File: src/rtl/pwm_multi_ch.sv
// pwm_multi_ch: CHANNELS PWM outputs driven from one shared period counter.
// Edge-aligned or center-aligned counting, with per-channel shadow duty registers
// reloaded at each period boundary. Three debounced buttons (inc/dec with
// auto-repeat, channel select) program the duty of the selected channel.
module pwm_multi_ch #(
    parameter int CHANNELS    = 4,
    parameter int WIDTH       = 8,
    parameter int PERIOD      = 127,
    parameter int DUTY_INIT   = 64,
    parameter int DEBOUNCE    = 512,
    parameter int REPEAT_DLY  = 4096,
    parameter int REPEAT_RATE = 512,
    localparam int SEL_W      = (CHANNELS > 1) ? $clog2(CHANNELS) : 1
) (
    input  logic                clk,
    input  logic                rst_n,
    input  logic                btn_inc,
    input  logic                btn_dec,
    input  logic                btn_sel,
    input  logic                mode_center,
    output logic [CHANNELS-1:0] pwm_out,
    output logic [SEL_W-1:0]    sel_ch,
    output logic                at_max,
    output logic                at_min,
    output logic                period_tick
);

    localparam int DB_W   = $clog2(DEBOUNCE + 1);
    localparam int RP_MAX = (REPEAT_DLY > REPEAT_RATE) ? REPEAT_DLY : REPEAT_RATE;
    localparam int RP_W   = $clog2(RP_MAX + 1);

    localparam logic [WIDTH-1:0] TOP      = WIDTH'(PERIOD);
    localparam logic [WIDTH-1:0] FULL     = WIDTH'(PERIOD + 1);
    localparam logic [WIDTH-1:0] INIT     = WIDTH'(DUTY_INIT);
    localparam logic [SEL_W-1:0] LAST_SEL = SEL_W'(CHANNELS - 1);
    localparam logic [DB_W-1:0]  DB_LAST  = DB_W'(DEBOUNCE - 1);
    localparam logic [RP_W-1:0]  DLY_LAST = RP_W'(REPEAT_DLY - 1);
    localparam logic [RP_W-1:0]  RPT_LAST = RP_W'(REPEAT_RATE - 1);

    typedef enum logic {
        DIR_UP   = 1'b0,
        DIR_DOWN = 1'b1
    } dir_t;

    // ------------------------------------------------------------------
    // Button input path: index 0 = inc, 1 = dec, 2 = sel
    // ------------------------------------------------------------------
    logic [2:0]      btn_raw;
    logic [2:0]      sync1;
    logic [2:0]      sync2;
    logic [2:0]      acc;
    logic [2:0]      acc_q;
    logic [2:0]      press;
    logic [DB_W-1:0] db_cnt [3];

    assign btn_raw = {btn_sel, btn_dec, btn_inc};
    assign press   = acc & ~acc_q;

    // Two-flop synchroniser for the asynchronous button levels
    always_ff @(posedge clk) begin
        if (!rst_n) begin
            sync1 <= '0;
            sync2 <= '0;
        end else begin
            sync1 <= btn_raw;
            sync2 <= sync1;
        end
    end

    // Accept a new level once it has differed from the accepted one for DEBOUNCE cycles
    always_ff @(posedge clk) begin
        if (!rst_n) begin
            acc   <= '0;
            acc_q <= '0;
            for (int unsigned b = 0; b < 3; b++) begin
                db_cnt[b] <= '0;
            end
        end else begin
            acc_q <= acc;
            for (int unsigned b = 0; b < 3; b++) begin
                if (sync2[b] == acc[b]) begin
                    db_cnt[b] <= '0;
                end else if (db_cnt[b] == DB_LAST) begin
                    db_cnt[b] <= '0;
                    acc[b]    <= sync2[b];
                end else begin
                    db_cnt[b] <= db_cnt[b] + 1'b1;
                end
            end
        end
    end

    // ------------------------------------------------------------------
    // Auto-repeat for inc/dec
    // ------------------------------------------------------------------
    logic [RP_W-1:0] rep_cnt [2];
    logic [1:0]      rep_armed;
    logic [1:0]      rep_fire;

    // Repeat pulse: first after REPEAT_DLY held cycles, then every REPEAT_RATE
    always_comb begin
        rep_fire = '0;
        for (int unsigned b = 0; b < 2; b++) begin
            if (acc[b] && acc_q[b]) begin
                rep_fire[b] = rep_armed[b] ? (rep_cnt[b] == RPT_LAST)
                                           : (rep_cnt[b] == DLY_LAST);
            end
        end
    end

    // Held-time counter, restarted by the press and by each repeat pulse
    always_ff @(posedge clk) begin
        if (!rst_n) begin
            rep_armed <= '0;
            for (int unsigned b = 0; b < 2; b++) begin
                rep_cnt[b] <= '0;
            end
        end else begin
            for (int unsigned b = 0; b < 2; b++) begin
                if (press[b] || !acc[b]) begin
                    rep_cnt[b]   <= '0;
                    rep_armed[b] <= 1'b0;
                end else if (rep_fire[b]) begin
                    rep_cnt[b]   <= '0;
                    rep_armed[b] <= 1'b1;
                end else begin
                    rep_cnt[b] <= rep_cnt[b] + 1'b1;
                end
            end
        end
    end

    // ------------------------------------------------------------------
    // Programmed duties and channel selection
    // ------------------------------------------------------------------
    logic [WIDTH-1:0] duty   [CHANNELS];
    logic [WIDTH-1:0] shadow [CHANNELS];
    logic [WIDTH-1:0] sel_duty;
    logic             inc_step;
    logic             dec_step;

    assign inc_step = press[0] | rep_fire[0];
    assign dec_step = press[1] | rep_fire[1];
    assign sel_duty = duty[sel_ch];

    // Saturating duty steps on the selected channel; sel press advances the channel
    always_ff @(posedge clk) begin
        if (!rst_n) begin
            sel_ch <= '0;
            for (int unsigned i = 0; i < CHANNELS; i++) begin
                duty[i] <= INIT;
            end
        end else begin
            if (inc_step && !dec_step && (sel_duty != FULL)) begin
                duty[sel_ch] <= sel_duty + 1'b1;
            end else if (dec_step && !inc_step && (sel_duty != '0)) begin
                duty[sel_ch] <= sel_duty - 1'b1;
            end
            if (press[2]) begin
                sel_ch <= (sel_ch == LAST_SEL) ? '0 : sel_ch + 1'b1;
            end
        end
    end

    // Saturation flags follow the programmed duty of the selected channel
    always_ff @(posedge clk) begin
        if (!rst_n) begin
            at_max <= 1'b0;
            at_min <= 1'b0;
        end else begin
            at_max <= (sel_duty == FULL);
            at_min <= (sel_duty == '0);
        end
    end

    // ------------------------------------------------------------------
    // Period counter
    // ------------------------------------------------------------------
    logic [WIDTH-1:0] cnt;
    logic [WIDTH-1:0] cnt_nxt;
    dir_t             dir;
    dir_t             dir_nxt;
    logic             mode_q;
    logic             boundary;

    assign boundary = (cnt == '0);

    // Count sequencing; every boundary restarts upward so a mode switch is clean
    always_comb begin
        cnt_nxt = cnt;
        dir_nxt = dir;
        if (boundary) begin
            cnt_nxt = WIDTH'(1);
            dir_nxt = DIR_UP;
        end else if (!mode_q) begin
            cnt_nxt = (cnt == TOP) ? '0 : cnt + 1'b1;
            dir_nxt = DIR_UP;
        end else if (dir == DIR_UP) begin
            if (cnt == TOP) begin
                cnt_nxt = TOP - 1'b1;
                dir_nxt = DIR_DOWN;
            end else begin
                cnt_nxt = cnt + 1'b1;
            end
        end else begin
            cnt_nxt = cnt - 1'b1;
        end
    end

    // Counter, direction and mode registers; mode is only taken at the boundary
    always_ff @(posedge clk) begin
        if (!rst_n) begin
            cnt    <= '0;
            dir    <= DIR_UP;
            mode_q <= 1'b0;
        end else begin
            cnt <= cnt_nxt;
            dir <= dir_nxt;
            if (boundary) begin
                mode_q <= mode_center;
            end
        end
    end

    // ------------------------------------------------------------------
    // Shadow load and outputs
    // ------------------------------------------------------------------
    // At the boundary the compare uses the duty being loaded, so the whole
    // output period (which lags cnt by one cycle) sees one consistent value.
    always_ff @(posedge clk) begin
        if (!rst_n) begin
            pwm_out     <= '0;
            period_tick <= 1'b0;
            for (int unsigned i = 0; i < CHANNELS; i++) begin
                shadow[i] <= INIT;
            end
        end else begin
            period_tick <= boundary;
            for (int unsigned i = 0; i < CHANNELS; i++) begin
                if (boundary) begin
                    shadow[i]  <= duty[i];
                    pwm_out[i] <= (cnt < duty[i]);
                end else begin
                    pwm_out[i] <= (cnt < shadow[i]);
                end
            end
        end
    end

endmodule

File: config.mk
export PLATFORM = sky130hd
export DESIGN_NAME = pwm_multi_ch
export DESIGN_NICKNAME = d
export VERILOG_FILES = /design/src/rtl/pwm_multi_ch.sv
export SDC_FILE = /design/constraint.sdc
export NUM_CORES = 1
export LEC_CHECK = 0
export ABC_AREA = 1
export ABC_CLOCK_PERIOD_IN_PS = 6100
export BUFFER_PORTS_ARGS = -buffer_cell sky130_fd_sc_hd__clkbuf_2
export CAP_MARGIN = 20
export CORE_ASPECT_RATIO = 1.1
export CORE_MARGIN = 3
export CORE_UTILIZATION = 49
export DETAILED_ROUTE_END_ITERATION = 6
export SETUP_SLACK_MARGIN = 0.5
export SLEW_MARGIN = 0
export SYNTH_ARGS = -nofsm -noshare
export SYNTH_HDL_FRONTEND = slang
export SYNTH_SLANG_ARGS = --single-unit
File: constraint.sdc
create_clock -name clk -period 6.1 [get_ports clk]
set_input_delay 0.915 -clock clk [delete_from_list [all_inputs] [get_ports clk]]
set_output_delay 0.915 -clock clk [all_outputs]
set_load 0.1 [all_outputs]
==> results.sh <==
export IMPL_synth_cells=976
export IMPL_synthAdderAreaFrac=0.104
export IMPL_synth_top_family_by_area="simple AND/OR/NAND/NOR gates"
export IMPL_drt_wl_total_mm=16.9
export IMPL_via_per_inst=4.85
export IMPL_p_total_mw=2.97
export IMPL_synthesis_area_mm2=0.00878
export IMPL_wl_per_cell_um=13.0
export IMPL_status="finished, final reports clean"
export IMPL_fin_tns_setup_ns=0
export IMPL_finalSetupViolCount=0
export IMPL_place_inst=1265
export IMPL_synth_simple_area_share=0.218
export IMPL_rsz0062_at_grt="no"
export IMPL_synth_ff_type="edfxtp_1"
export IMPL_avgSynthCellArea_um2=8.99
export IMPL_grt_use_total=0.182
export IMPL_cts_setup_buffers=0
export IMPL_synth_edff_count=120
export IMPL_num_io_pins=15
export IMPL_area_growth_pct=13.0
export IMPL_crit_path_cell_trace="inv_6 > nand2_1 > nand3_1 > nand2_1 > nand2_2 > nor2_4 > nand2_4 > nand3_4 > inv_1 > fa_1 > nand2_1 > inv_1 > o21ai_0 > nand2_1 > nand2_1 > nand2_1 > a21oi_1 > xnor2_1 > or2_1"
export IMPL_critPathBufInv=3
export IMPL_crit_type="register to register"
export IMPL_grt_overflow=0
export IMPL_root_buffer="clkbuf_16"
export IMPL_slew_viol_final=0
export IMPL_dp_hpwl_mm=12.5
export IMPL_clk_pin_slew_worst_paths_ns=0.06
export IMPL_drc=0
export IMPL_core_rowCount=50
export IMPL_synth_top_area_frac=0.411
export IMPL_grt_pass1_wl_mm=28.6
export IMPL_clkLatencyLatePin_ns=0.43
export IMPL_ys_types=52
export IMPL_coreArea_mm2=0.0173
export IMPL_max_vdd_ir_drop_mv=0.205
export IMPL_drtAntennaViolNets=0
export IMPL_start_util=0.508
export IMPL_finalHoldViolations=0
export IMPL_synth_ff_latch_count=155
export IMPL_cp_arrival_ns=3.62
export IMPL_cp_common_cell="nand2_1"
export IMPL_post_route_period_util=0.565
export IMPL_dr_first_iter_drc_count=320
export IMPL_dr_pass1_iters=5
export IMPL_yosys_warnings=0
export IMPL_htree_levels=4
export IMPL_io_buffers=14
export IMPL_yosys_top_cells_area="edfxtp_1 41%, ha_1 10%, dfxtp_1 8.0%, nand2_1 7.2%, inv_1 7.0%"
export IMPL_endpoint_kind="register"
export IMPL_path_delay_family="simple AND/OR/NAND/NOR gates"
export IMPL_cts_sinks=155
export IMPL_start_kind="register"
export IMPL_cts_buffer_depth=2
export IMPL_max_stage_delay_ns=0.72
export IMPL_p_leak_nw=4.50
export IMPL_grt_max_degree=44
export IMPL_synthXorXnorAreaFrac=0.0230
export IMPL_antennaDiodeCount=0
export IMPL_relSlewSlack=0.454
export IMPL_timing_fmax_mhz=290
export IMPL_hp_class="register to register"
export IMPL_skew_ns=0.0117
export IMPL_die_x_um=134
export IMPL_critPathMaxFanout=17
export IMPL_hold_buffers=0
export IMPL_cts_tree="built"
export IMPL_synth_top_area_cell="edfxtp_1"
export IMPL_die_h_um=146
export IMPL_gp_congestion=0.849
export IMPL_synthArstFlopShare=0
export IMPL_grt_pass1_vias=6001
export IMPL_num_vias=6285
export IMPL_maxCapViolations=0
export IMPL_nNetsFinal=1128
export IMPL_synth_mux_area_frac=0
export IMPL_yosysSeqAreaShare=0.490
export IMPL_drive_above_1_share=0.0771
export IMPL_antenna_found_initial=0
export IMPL_power_density_mw_per_mm2=299
export IMPL_instances_no_fill=1297
export IMPL_cts_resized=0
export IMPL_synth_compound_area_share=0.0798
export IMPL_cp_required_ns=6.28
export IMPL_cp_slowest_cell="dfxtp_1"
export IMPL_tightest_slew_ns=0.815
export IMPL_cts_buffers=17
export IMPL_final_min_clock_period_ns=3.45
export IMPL_dieArea_mm2=0.0196
per-stage QoR:
stage                     utilization  worst slack (ns)  area [µm²]  hold WS (ns)
final                           0.574              2.65        9910         0.412
after global routing            0.574              2.30        9910         0.445
after CTS                       0.574              2.63        9910         0.413
after detailed placement        0.537              2.43        9270         0.395
after global placement          0.537              2.49        9270         0.392
after floorplan                     -              3.15        8980         0.390
Yosys cell counts, types with 17 or more instances:
master and count:
a21oi_1 53, dfxtp_1 35, edfxtp_1 120, ha_1 71, inv_1 164, nand2_1 168
nand3_1 44, nand4_1 17, nor2_1 138, o21ai_0 17, xor2_1 20
cells in the final DEF (no fill, tap or decap), drive strengths merged, types with 3 or more instances in the layout:
cell	netlist	final
a211oi	7	7
a21boi	4	4
a21oi	53	53
bufinv	0	4
clkbuf	6	33
conb	1	56
dfxtp	35	35
edfxtp	120	120
ha	71	71
inv	174	181
nand2	171	171
nand3	50	50
nand4	19	19
nor2	143	143
nor3	12	12
nor3b	13	13
o211ai	14	14
o21a	3	3
o21ai	21	21
or2	9	9
xnor2	3	3
xor2	20	20
layer usage:
layer  share of wire  global-route usage  vias to the layer above  routed length [µm]
li1                -                   -                     3326                   -
met3           0.025              0.0334                       24                 416
met4           0.018              0.0648                        0                 306
met2            0.48               0.308                       83                8080
met5               0                   0                        -                   0
met1            0.48               0.236                     2852                8050
path summary, 6_finish.rpt:
check / to / slack (ns) / start / depth (start not counted)
max: duty[1][6] / 2.65 / register / 19
min: sync2[1] / 0.41 / sync1[1] / 2
max reg2reg: duty[1][6] / 2.65 / register / 19
min reg2reg: sync2[1] / 0.41 / sync1[1] / 2
cell type report:
cell class              instances  area, µm²
fillers                      1608       7350
clock inverters                13        203
multi-input cells             686       3930
inverters                     175        662
well taps                     234        293
repair buffers                 15       77.6
flip-flops and latches        155       4300
clock buffers                  19        443
flip-flops by register name, indices dropped and copies added, names as in the netlist, 2 cells and up, named ones only:
register	flops
sel_ch	2
shadow	32
rep_armed	2
pwm_out	4
cnt	8
sync1	3
acc_q	3
duty	32
db_cnt	30
sync2	3
rep_cnt	26
acc	3
tightest hold or removal path, cell delays in order, from the launching register on:
cell and delay (ns):
dfxtp_1 0.30, nand2_1 0.04, inv_1 0.04
power by group:
group | total, mW | internal (mW) | leakage (nW) | switching, mW
Sequential | 1.32 | 1.26 | 1.52 | 0.0611
Clock | 1.16 | 0.709 | 0.313 | 0.449
Combinational | 0.490 | 0.141 | 2.67 | 0.349
cell families after synthesis:
logic type | Yosys count
AO/OA/AOI/OAI | 115
XOR/XNOR | 23
buffers and inverters | 190
flip-flops | 155
adder cells (fa/ha/maj) | 72
AND/OR/NAND/NOR | 420
other | 1
(Power assumes the default switching activity.)
